==> config.mk <==
export PLATFORM = sky130hd
export DESIGN_NAME = regs_fifo_arb_ctrl
export DESIGN_NICKNAME = d
export VERILOG_FILES = /design/src/rtl/regs_fifo_arb_ctrl_pkg.sv /design/src/rtl/regs_fifo_arb_ctrl_rr_frame_arb.sv /design/src/rtl/regs_fifo_arb_ctrl.sv
export SDC_FILE = /design/constraint.sdc
export NUM_CORES = 1
export LEC_CHECK = 0
export BUFFER_PORTS_ARGS = -buffer_cell sky130_fd_sc_hd__buf_4
export CORE_AREA = 3 3 103 105
export DETAILED_ROUTE_END_ITERATION = 10
export DIE_AREA = 0 0 106 108
export PLACE_DENSITY = 0.89
export SLEW_MARGIN = 20
export SYNTH_ARGS = -nofsm -noshare
export SYNTH_HDL_FRONTEND = slang
export SYNTH_SLANG_ARGS = --single-unit
==> constraint.sdc <==
create_clock -name arb_clk -period 4 [get_ports arb_clk]
set_input_delay 0.4 -clock arb_clk [delete_from_list [all_inputs] [get_ports arb_clk]]
set_output_delay 0.4 -clock arb_clk [all_outputs]
set_load 0.02 [all_outputs]
==> src/rtl/regs_fifo_arb_ctrl_pkg.sv <==
// Shared constants and types for the two-requester frame FIFO controller.
package regs_fifo_arb_ctrl_pkg;

   localparam int ADDR_DEF   = 12;
   localparam int WORDS_DEF  = 4096;
   localparam int W_SIZE_DEF = 36;
   localparam int EOP_BIT    = W_SIZE_DEF - 1;
   localparam int DELAYTIME  = 1;

   typedef enum logic [1:0] {
      IDLE = 2'd0,
      OWN0 = 2'd1,
      OWN1 = 2'd2
   } arb_state_e;

   function automatic arb_state_e own_state(input logic sel);
      return sel ? OWN1 : OWN0;
   endfunction

endpackage

==> src/rtl/regs_fifo_arb_ctrl_rr_frame_arb.sv <==
// Frame-granular round-robin arbiter: once a requester starts a frame it keeps
// the grant until its EOP word is accepted.
//   state | meaning
//   IDLE  | no frame open; grant decided combinationally from valids/last_grant
//   OWN0  | requester 0 has an open frame, requester 1 held off
//   OWN1  | requester 1 has an open frame, requester 0 held off
module rr_frame_arb
   import regs_fifo_arb_ctrl_pkg::*;
(
   input  logic       arb_clk,
   input  logic       arb_rst_n,
   input  logic [1:0] valid_i,
   input  logic [1:0] eop_i,
   input  logic       full_i,
   output logic [1:0] ready_o,
   output logic       sel_o
);

   arb_state_e state_q, state_d;
   logic       last_grant_q, last_grant_d;
   logic       accept;

   assign accept = |(valid_i & ready_o);

   always_ff @(posedge arb_clk or negedge arb_rst_n) begin
      if (!arb_rst_n) begin
         state_q      <= IDLE;
         last_grant_q <= 1'b1;
      end else begin
         state_q      <= state_d;
         last_grant_q <= last_grant_d;
      end
   end

   always_comb begin
      state_d      = state_q;
      last_grant_d = last_grant_q;
      case (state_q)
         IDLE: begin
            if (accept) begin
               if (eop_i[sel_o]) last_grant_d = sel_o;
               else              state_d      = own_state(sel_o);
            end
         end
         OWN0, OWN1: begin
            if (accept && eop_i[sel_o]) begin
               state_d      = IDLE;
               last_grant_d = sel_o;
            end
         end
         default: state_d = IDLE;
      endcase
   end

   // In IDLE a lone valid requester wins; a tie goes to whoever did not finish last.
   always_comb begin
      sel_o   = 1'b0;
      ready_o = 2'b00;
      case (state_q)
         IDLE: begin
            if (valid_i[0] && valid_i[1]) sel_o = ~last_grant_q;
            else                          sel_o = valid_i[1];
            ready_o = {sel_o, ~sel_o} & valid_i & {2{~full_i}};
         end
         OWN0: begin
            sel_o   = 1'b0;
            ready_o = {1'b0, ~full_i};
         end
         OWN1: begin
            sel_o   = 1'b1;
            ready_o = {~full_i, 1'b0};
         end
         default: begin
            sel_o   = 1'b0;
            ready_o = 2'b00;
         end
      endcase
   end

endmodule

==> src/rtl/regs_fifo_arb_ctrl.sv <==
// Frame FIFO controller over a shared single-clock register memory with a
// registered read port; two requesters, one consumer.
module regs_fifo_arb_ctrl
   import regs_fifo_arb_ctrl_pkg::*;
#(
   parameter int ADDR   = ADDR_DEF,
   parameter int WORDS  = WORDS_DEF,
   parameter int W_SIZE = W_SIZE_DEF
) (
   input  logic              arb_clk,
   input  logic              arb_rst_n,
   input  logic              req0_valid,
   input  logic [W_SIZE-1:0] req0_data,
   output logic              req0_ready,
   input  logic              req1_valid,
   input  logic [W_SIZE-1:0] req1_data,
   output logic              req1_ready,
   output logic              rd_valid,
   output logic [W_SIZE-1:0] rd_data,
   input  logic              rd_ready,
   output logic              mem_wen,
   output logic [ADDR-1:0]   mem_waddr,
   output logic [W_SIZE-1:0] mem_wdata,
   output logic [ADDR-1:0]   mem_raddr,
   input  logic [W_SIZE-1:0] mem_rdata,
   output logic [ADDR:0]     fifo_count,
   output logic              fifo_full,
   output logic              fifo_empty
);

   localparam int            EOP      = W_SIZE - 1;
   localparam logic [ADDR:0] FULL_CNT = (ADDR + 1)'(WORDS);

   logic [ADDR-1:0] wr_ptr_q, wr_ptr_d;
   logic [ADDR-1:0] rd_ptr_q, rd_ptr_d;
   logic [ADDR:0]   count_q, count_d;
   logic [ADDR:0]   vis_cnt_q, vis_cnt_d;
   logic            write_lag_q, rdreg_lag_q;
   logic [1:0]      ready;
   logic            sel;
   logic            push, pop;

   rr_frame_arb u_arb (
      .arb_clk   (arb_clk),
      .arb_rst_n (arb_rst_n),
      .valid_i   ({req1_valid, req0_valid}),
      .eop_i     ({req1_data[EOP], req0_data[EOP]}),
      .full_i    (fifo_full),
      .ready_o   (ready),
      .sel_o     (sel)
   );

   assign req0_ready = ready[0];
   assign req1_ready = ready[1];

   assign push = |({req1_valid, req0_valid} & ready);
   assign pop  = rd_valid & rd_ready;

   assign mem_wen   = push;
   assign mem_waddr = wr_ptr_q;
   assign mem_wdata = push ? (sel ? req1_data : req0_data) : '0;

   // Look ahead so the read register already holds the next word after a pop.
   assign mem_raddr = pop ? rd_ptr_q + 1'b1 : rd_ptr_q;

   assign rd_data    = mem_rdata;
   assign rd_valid   = (vis_cnt_q != '0);
   assign fifo_count = count_q;
   assign fifo_full  = (count_q == FULL_CNT);
   assign fifo_empty = (count_q == '0);

   always_comb begin
      wr_ptr_d = push ? wr_ptr_q + 1'b1 : wr_ptr_q;
      rd_ptr_d = pop  ? rd_ptr_q + 1'b1 : rd_ptr_q;
      count_d  = count_q;
      case ({push, pop})
         2'b10:   count_d = count_q + 1'b1;
         2'b01:   count_d = count_q - 1'b1;
         default: count_d = count_q;
      endcase
   end

   // A word becomes poppable two edges after its write: one for write_lag,
   // one for the memory's read register to pick it up.
   always_comb begin
      vis_cnt_d = vis_cnt_q + {{ADDR{1'b0}}, rdreg_lag_q} - {{ADDR{1'b0}}, pop};
   end

   always_ff @(posedge arb_clk or negedge arb_rst_n) begin
      if (!arb_rst_n) begin
         wr_ptr_q    <= '0;
         rd_ptr_q    <= '0;
         count_q     <= '0;
         vis_cnt_q   <= '0;
         write_lag_q <= 1'b0;
         rdreg_lag_q <= 1'b0;
      end else begin
         wr_ptr_q    <= wr_ptr_d;
         rd_ptr_q    <= rd_ptr_d;
         count_q     <= count_d;
         vis_cnt_q   <= vis_cnt_d;
         write_lag_q <= push;
         rdreg_lag_q <= write_lag_q;
      end
   end

   a_no_push_full: assert property (@(posedge arb_clk) disable iff (!arb_rst_n)
      !(push && fifo_full));
   a_no_pop_empty: assert property (@(posedge arb_clk) disable iff (!arb_rst_n)
      !(pop && fifo_empty));
   a_one_ready: assert property (@(posedge arb_clk) disable iff (!arb_rst_n)
      !(ready[0] && ready[1]));
   a_vis_le_count: assert property (@(posedge arb_clk) disable iff (!arb_rst_n)
      vis_cnt_q <= count_q);

endmodule

-- Word level (Yosys, flattened, before mapping)
Cells that the tools add are included.
- register bits: 55
- output and inout bits: 115
- word-level logic and storage cells: 61
- add/sub/neg operators: 6
- magnitude comparators: 1
- eq/ne operators: 9
- mux-type cells: 19
- bitwise operators: 7
- reduce and logical (&&, ||, !) cells: 11
- operator list (kind ; number):
    $mux W36 ; 2
    $pmux W13 S2 ; 1
    $add A12 B1 Y12 const B ; 2
    $add A13 B1 Y13 ; 1
    $add A13 B1 Y13 const B ; 1
    $eq A13 B13 Y1 const B ; 1
    $logic_not A13 Y1 ; 1
    $reduce_bool A13 Y1 ; 1
    $sub A13 B1 Y13 ; 1
    $sub A13 B1 Y13 const B ; 1
    $mux W12 ; 1
    $mux W2 ; 4
    $mux W1 ; 7
    $and A2 B2 Y2 ; 3
    $pmux W2 S3 ; 1
    $eq A2 B1 Y1 const B ; 2
    $eq A2 B2 Y1 const B ; 2
    $ne A2 B1 Y1 const B ; 2
    $ne A2 B2 Y1 const B ; 2
    $pmux W1 S2 ; 2
    $pmux W2 S2 ; 1
    $reduce_and A4 Y1 ; 1
    $reduce_bool A2 Y1 ; 2
    $reduce_or A2 Y1 ; 2
    6 further kinds ; 9

-- Logic depth before layout (Yosys ltp)
Gate-level depths: netlist (run 1).
- depth after elaboration: 12
- gate-level depth with buffers: 15
- mapped depth without buffers: 14

-- By module
From an unflattened synthesis (run 1), not the netlist that was laid out.
- cells, all modules: 503
- area total of the unflattened synthesis: 4546.9 µm²
- by module, submodules not included (module ; times used ; cells each ; area an instance (µm²)):
    regs_fifo_arb_ctrl ; 1 ; 467 ; 4211.5
    rr_frame_arb ; 1 ; 36 ; 335.3

-- Worst setup path before layout (run 1)
Ideal clock, no wire load.
- path kind: reg2reg
- from: reg count_q[0] (netlist: fifo_count[0])
- to: reg count_q[12] (netlist: fifo_count[12])
- library setup time: 0.081 ns
- arrival: 3.107 ns
- required time: 3.919 ns
- slack: 0.812 ns
- stages on the path, launching flop included: 12
- path buffers: 1
- clock period less this slack: 3.188 ns
- cells stage by stage: dfrtp_1 -> nor4_2 -> a41oi_1 -> nand2_2 -> buf_2 -> ha_1 -> ha_1 -> a211oi_1 -> o21ai_1 -> and3_1 -> a211oi_1 -> xnor2_1
- longest elaborated chain between the ends: 8
- elaborated cells on any way between the ends: 12
- ends and longest elaborated chain (element ; RTL line ; source):
    from (decl) ; regs_fifo_arb_ctrl.sv:36 ; logic [ADDR:0] count_q, count_d;
    from (signal assigned) ; regs_fifo_arb_ctrl.sv:100 ; count_q <= count_d;
    $eq A13 B13 Y1 ; regs_fifo_arb_ctrl.sv:69 ; assign fifo_full = (count_q == FULL_CNT);
    $not A1 Y1 ; regs_fifo_arb_ctrl_rr_frame_arb.sv:63, regs_fifo_arb_ctrl_rr_frame_arb.sv:67, regs_fifo_arb_ctrl_rr_frame_arb.sv:71 ;
    $and A2 B2 Y2 ; regs_fifo_arb_ctrl_rr_frame_arb.sv:63 ; ready_o = {sel_o, ~sel_o} & valid_i & {2{~full_i}};
    $pmux W2 S3 ; regs_fifo_arb_ctrl_rr_frame_arb.sv:59 ; case (state_q)
    $and A2 B2 Y2 ; regs_fifo_arb_ctrl.sv:56 ; assign push = |({req1_valid, req0_valid} & ready);
    $reduce_or A2 Y1 ; regs_fifo_arb_ctrl.sv:56 ;
    $eq A2 B1 Y1 / $eq A2 B2 Y1 (equally long branches) ; regs_fifo_arb_ctrl.sv:76 ; case ({push, pop})
    $pmux W13 S2 / $reduce_bool A2 Y1 (equally long branches) ; -- ;
Parallel ways exist; a longest one is shown, timed or not.
A chain may end at the register's enable or synchronous reset.

-- Worst setup path in the final report (run 1)
- from: reg vis_cnt_q[11]
- to: reg count_q[12] (netlist: fifo_count[12])
- longest elaborated chain between the ends: 4
- elaborated cells on any way between the ends: 6
- ends and longest elaborated chain (element ; RTL line ; source):
    from (decl) ; regs_fifo_arb_ctrl.sv:37 ; logic [ADDR:0] vis_cnt_q, vis_cnt_d;
    from (signal assigned) ; regs_fifo_arb_ctrl.sv:101 ; vis_cnt_q <= vis_cnt_d;
    $reduce_bool A13 Y1 * ; regs_fifo_arb_ctrl.sv:67 ; assign rd_valid = (vis_cnt_q != '0);
    $and A1 B1 Y1 * ; regs_fifo_arb_ctrl.sv:57 ; assign pop = rd_valid & rd_ready;
    $eq A2 B1 Y1 / $eq A2 B2 Y1 (equally long branches) ; regs_fifo_arb_ctrl.sv:76 ;
    $pmux W13 S2 / $reduce_bool A2 Y1 (equally long branches) ; -- ;
Mark *: on every way between the ends. The rest lies on a longest branch, timed or not.

==> impl_metrics.tcl, run 1 <==
set metrics [dict create \
    finalHoldViolCount 0 \
    ys.flop_type "dfrtp_1" \
    wire_per_inst_um 16.3 \
    antenna_found_initial 0 \
    vias_per_cell 5.47 \
    fin_nets 783 \
    postCtsHoldBufs 0 \
    worst_slack_ns 0.498 \
    num_vias 4188 \
    ant_nets 0 \
    track_usage_pct 21.0 \
    cts_tree "done" \
    rows 36 \
    post_cts_resized 0 \
    powerDensity_nw_per_um2 869 \
    fmax_ghz 0.286 \
    grt-ovfl-total 0 \
    max-slew-margin-rel_pct 52.8 \
    cap_violations 0 \
    place_worst_setup_slack_ns 0.538 \
    fin_skew_ns 0.0202 \
    coreArea_sq_um 9730 \
    ir_worst_vdd_v 0.000461 \
    criticalPathCategory "reg -> reg" \
    endpoint_kind "flip-flop" \
    dp_hpwl_um 9820 \
    die_area_sq_um 11400 \
    setup_viol 0 \
    clk_pin_slew_worst_paths_ns 0.12 \
    post-route-cell-area_sq_um 5430 \
    ys_warn_count 0 \
    tns_ns 0 \
    drive_above_1_share_pct 28.1 \
    io_pins 228 \
    drc 0 \
    fin_crit_sh_pct 87.5 \
    clk_latency_ns 0.33 \
    initial_core_util_pct 44.6 \
    htree_num_levels 2 \
    hp-class "in -> async" \
    synth_nets 672 \
    wirelength_um 12500 \
    critical_path.max_fanout 16 \
    diodes 0 \
    post-route-min-period_ns 3.50 \
    io_buffers 155 \
    required_ns 4.24 \
    die_y_um 108 \
    seq_area_frac_synth_pct 31.8 \
    clockBufferDepth 2 \
    cts-root-buf "clkbuf_8" \
    rsz0062_at_grt "no" \
    post-cts-setup-buffer-count 0 \
    syn_area_per_cell_sq_um 8.33 \
    p_leak_nw 2.68 \
    die_w_um 106 \
    drtIter0Drc 324 \
    syn_inst 521 \
    synth_edf_count 0 \
    clock_sinks 55 \
    grt_max_degree 56 \
    drv_slew 0 \
    grt_pass1_vias 4033 \
    ys_types 58 \
    fillCellCount 913 \
    syn_area_sq_um 4340 \
    place_area_sq_um 5340 \
    status "completed" \
    area_delta_synth_final_pct 25.2 \
    cts_buffers 5 \
    gp_congestion 0.937 \
    grt_first_pass_wirelength_um 19700 \
    async_reset_ff_share_pct 100 \
    synth_seq_cells 55 \
    crit_arrival_ns 3.74 \
    cp-start-kind "flip-flop" \
    tightest_slew_ns 0.707 \
    drt_pass1_iterations 5 \
]
[worst max-delay path, stage by stage, from the launching register on]
cell      delay (ns)
dfrtp_1         0.44
inv_1           0.10
ha_1            0.15
nand4_1         0.12
o41a_1          0.48
ha_1            0.49
fa_1            0.53
a211oi_1        0.30
o21ai_1         0.18
and3_1          0.17
a211oi_1        0.29
xnor2_1         0.16
[where the power goes]
part	total [W]	switching, W	leakage, nW	internal [W]
clock network	0.000335	0.000207	0.0452	0.000128
registers	0.00105	0.000239	0.672	0.000808
logic	0.00334	0.00194	1.96	0.00140
[registers in the layout (all words and copies together), names as in the netlist]
name / count
u_arb.state_q: 2
mem_waddr: 12
vis_cnt_q: 13
fifo_count: 13
rdreg_lag_q: 1
write_lag_q: 1
rd_ptr_q: 12
u_arb.last_grant_q: 1
[cells in the mapped netlist (12+ instances only)]
| master | instances | share of area [%] |
|---|---|---|
| dfrtp_1 | 54 | 31 |
| nand2_1 | 103 | 8.9 |
| ha_1 | 36 | 10 |
| nor2_1 | 21 | 1.8 |
| o21ai_0 | 23 | 2.7 |
| inv_1 | 22 | 1.9 |
| xor2_1 | 17 | 3.4 |
| xnor2_1 | 27 | 5.5 |
| buf_4 | 37 | 6.4 |
| nand4_1 | 12 | 1.7 |
| a21oi_1 | 52 | 6.0 |
[metal layers]
metal	GRT usage [%]	up-vias	share of wire (%)	routed length, um
met5	0	-	0	0
met4	4.26	0	1.4	169
met2	32.9	171	46	5790
li1	-	1986	-	-
met3	6.51	30	8.4	1050
met1	28.8	2001	44	5440
[worst paths after layout]
path / from / endpoint / slack (ns) / depth (start not counted)
setup / recovery: vis_cnt_q[11]$_DFF_PN0_ / fifo_count[12]$_DFFE_PN0P_ / 0.50 / 11
hold / removal: arb_rst_n / vis_cnt_q[5]$_DFF_PN0_ / 0.11 / 1
setup reg to reg: vis_cnt_q[11]$_DFF_PN0_ / fifo_count[12]$_DFFE_PN0P_ / 0.50 / 11
hold reg to reg: write_lag_q$_DFF_PN0_ / rdreg_lag_q$_DFF_PN0_ / 0.34 / 0
max in group asynchronous: arb_rst_n / fifo_count[3]$_DFFE_PN0P_ / 3.41 / 1
min in group arb_clk: write_lag_q$_DFF_PN0_ / rdreg_lag_q$_DFF_PN0_ / 0.34 / 0
[final cells by class]
class	count	area (sq um)	area share (%)
flip-flops and latches	55	1380	25.4
inverters	23	86.3	1.59
clock buffers	5	68.8	1.27
well taps	133	166	3.06
clock inverters	3	25.0	0.461
multi-input cells	388	2510	46.3
repair buffers	159	1190	22.0
[kinds of logic after synthesis]
kind of cell	share of synthesized area, %
XOR/XNOR	8.88
flip-flops	31.8
buffers and inverters	10.3
AO/OA/AOI/OAI	16.7
multiplexers	1.30
AND/OR/NAND/NOR	19.8
adder cells (fa/ha/maj)	11.3
[per-stage QoR]
stage	utilization (%)	cells	total power, W	hold WS (ns)
2_1_floorplan	-	521	0.00337	0.104
3_3_place_gp	54.8	758	0.00422	0.339
3_5_place_dp	54.8	758	0.00436	0.335
4_1_cts	55.8	766	0.00471	0.131
5_1_grt	55.8	766	0.00513	0.159
6_report	55.8	766	0.00472	0.113
[placed cells by master (no fill, tap or decap), types with 2 or more instances in the layout]
| cell | instances |
|---|---|
| nand2_1 | 103 |
| and2_1 | 2 |
| a21o_1 | 5 |
| and3_1 | 10 |
| ha_1 | 36 |
| inv_1 | 22 |
| xnor2_1 | 27 |
| nor3_1 | 4 |
| clkbuf_8 | 5 |
| a41oi_1 | 2 |
| a21oi_1 | 52 |
| a211oi_1 | 6 |
| o311ai_0 | 2 |
| o21bai_1 | 6 |
| fa_1 | 2 |
| buf_4 | 159 |
| o21ai_0 | 23 |
| o211ai_1 | 3 |
| a31oi_1 | 3 |
| nand2b_1 | 3 |
| dfrtp_1 | 54 |
| inv_6 | 2 |
| nor2_1 | 21 |
| xor2_1 | 17 |
| nor3b_1 | 3 |
| nor2b_1 | 3 |
| o32ai_1 | 2 |
| nor4_1 | 7 |
| or4b_1 | 2 |
| nand4_1 | 12 |
| a311oi_1 | 2 |
| nand3_1 | 6 |
| mux2_2 | 2 |
No activity file was read; power rests on OpenSTA's default activity.
==> inputs of run 2 (changes only) <==
- clock period: 4 -> 3.76 ns (I/O delays scaled with it)
==> run 2 against run 1 <==
Net effect: sequential cell count unchanged; die area unchanged; sequential share of layout area about the same; routed wire length up 1.5%; power up 6.5%; combinational power up 7.2%; global-route usage up 0.51 points; setup slack worse by 0.16 ns; largest cell class unchanged; cell count up 0.13%; sequential power up 7%; critical path depth up 2; largest power group unchanged; non-clock buffer count up 1.
==> impl_metrics.tcl, run 2 (synthesis gave the netlist of run 1 again) <==
set metrics [dict create \
    rsz0062_at_grt "no" \
    grt_max_degree 56 \
    cts_buffers 5 \
    hold_ws_ns 0.107 \
    gp_congestion 0.950 \
    required_ns 3.95 \
    antenna_found_initial 0 \
    postCtsHoldBufs 0 \
    grt_pass1_vias 4098 \
    wirelength_um 12600 \
    tns_ns 0 \
    p_leak_nw 2.68 \
    status "completed" \
    final_cell_mix "160 x buf_4, 103 x nand2_1, 54 x dfrtp_1" \
    coreArea_sq_um 9730 \
    htree_num_levels 2 \
    initial_core_util_pct 44.6 \
    powerDensity_nw_per_um2 926 \
    cts_tree "done" \
    finalHoldViolCount 0 \
    crit_arrival_ns 3.61 \
    cp-start-kind "flip-flop" \
    clk_pin_slew_worst_paths_ns 0.10 \
    max-slew-margin-rel_pct 51.5 \
    die_w_um 106 \
    hp-class "in -> async" \
    post-route-min-period_ns 3.42 \
    cap_violations 0 \
    area_delta_synth_final_pct 25.2 \
    drt_pass1_iterations 7 \
    endpoint_kind "flip-flop" \
    drive_above_1_share_pct 28.2 \
    num_vias 4228 \
    criticalPathCategory "reg -> reg" \
    fin_skew_ns 0.0107 \
    setup_viol 0 \
    ir_worst_vdd_v 0.000583 \
    clockBufferDepth 2 \
    clock_sinks 55 \
    fillCellCount 908 \
    cts-root-buf "clkbuf_8" \
    critical_path.max_fanout 9 \
    fin_nets 784 \
    vias_per_cell 5.51 \
    io_buffers 155 \
    drc 0 \
    r2r.worst_path.cells 13 \
    die_y_um 108 \
    diodes 0 \
    fmax_ghz 0.292 \
    clk_latency_ns 0.32 \
    wire_per_inst_um 16.5 \
    rows 36 \
    die_area_sq_um 11400 \
    grt_first_pass_wirelength_um 20100 \
    track_usage_pct 21.5 \
    io_pins 228 \
    grt-ovfl-total 0 \
    drv_slew 0 \
    mostFrequentLayoutCell "buf_4" \
    place_area_sq_um 5340 \
    drtIter0Drc 314 \
    post-route-cell-area_sq_um 5430 \
    dp_hpwl_um 10000 \
    ant_nets 0 \
    fin_crit_sh_pct 90.9 \
    tightest_slew_ns 0.728 \
]
run 2: area by class of cell:
class / count / area (sq um) / share of cell area, %
Sequential cell: 55 / 1380 / 25.4
Tap cell: 133 / 166 / 3.06
Clock inverter: 2 / 12.5 / 0.230
Multi-Input combinational cell: 388 / 2510 / 46.3
Inverter: 23 / 86.3 / 1.59
Clock buffer: 6 / 72.6 / 1.34
Timing Repair Buffer: 160 / 1200 / 22.1
run 2: worst paths after layout:
path                                          from                   endpoint  slack [ns]
setup / recovery           vis_cnt_q[11]$_DFF_PN0_    vis_cnt_q[10]$_DFF_PN0_        0.34
hold / removal                           arb_rst_n   mem_waddr[4]$_DFFE_PN0P_        0.11
setup reg to reg           vis_cnt_q[11]$_DFF_PN0_    vis_cnt_q[10]$_DFF_PN0_        0.34
hold reg to reg              write_lag_q$_DFF_PN0_      rdreg_lag_q$_DFF_PN0_        0.37
max in group asynchronous                arb_rst_n  fifo_count[9]$_DFFE_PN0P_        3.17
min in group arb_clk         write_lag_q$_DFF_PN0_      rdreg_lag_q$_DFF_PN0_        0.37
run 2: metal layers:
layer  global-route usage, %  wire length (um)  share of wire [%]  up-vias
met1                    29.0              5520                 44     2024
met2                    34.5              5890                 47      172
met5                       0                 0                  0        -
li1                        -                 -                  -     1994
met4                    5.55               206                1.6        0
met3                    5.61              1020                8.0       38
run 2: repair_timing:
| action | in CTS | in global routing |
|---|---|---|
| resized for setup | 0 | 1 |
| buffers inserted | 0 | 0 |
| setup endpoints to repair | 0 | 2 |
run 2: worst max-delay path, stage by stage (launching register included):
cell	delay (ns)
dfrtp_1	0.42
inv_1	0.09
ha_1	0.16
nand4_1	0.13
o41a_1	0.49
ha_1	0.35
inv_1	0.06
ha_1	0.18
inv_1	0.06
fa_1	0.39
nor2b_1	0.19
o211ai_1	0.13
a31o_2	0.27
o311ai_0	0.36
run 2: per-stage QoR:
step | std cells | worst slack [ns] | total power [W] | util (%)
6_report | 767 | 0.341 | 0.00503 | 55.8
5_1_grt | 767 | 0.138 | 0.00545 | 55.8
4_1_cts | 767 | 0.208 | 0.00502 | 55.8
3_5_place_dp | 759 | 0.270 | 0.00466 | 54.9
3_3_place_gp | 759 | 0.498 | 0.00449 | 54.9
2_1_floorplan | 521 | 0.572 | 0.00358 | -
run 2: power breakdown:
part	total (W)	internal, W	switching (W)	leakage (nW)
Sequential	0.00112	0.000860	0.000256	0.672
Combinational	0.00358	0.00150	0.00208	1.97
Clock	0.000332	0.000131	0.000201	0.0412
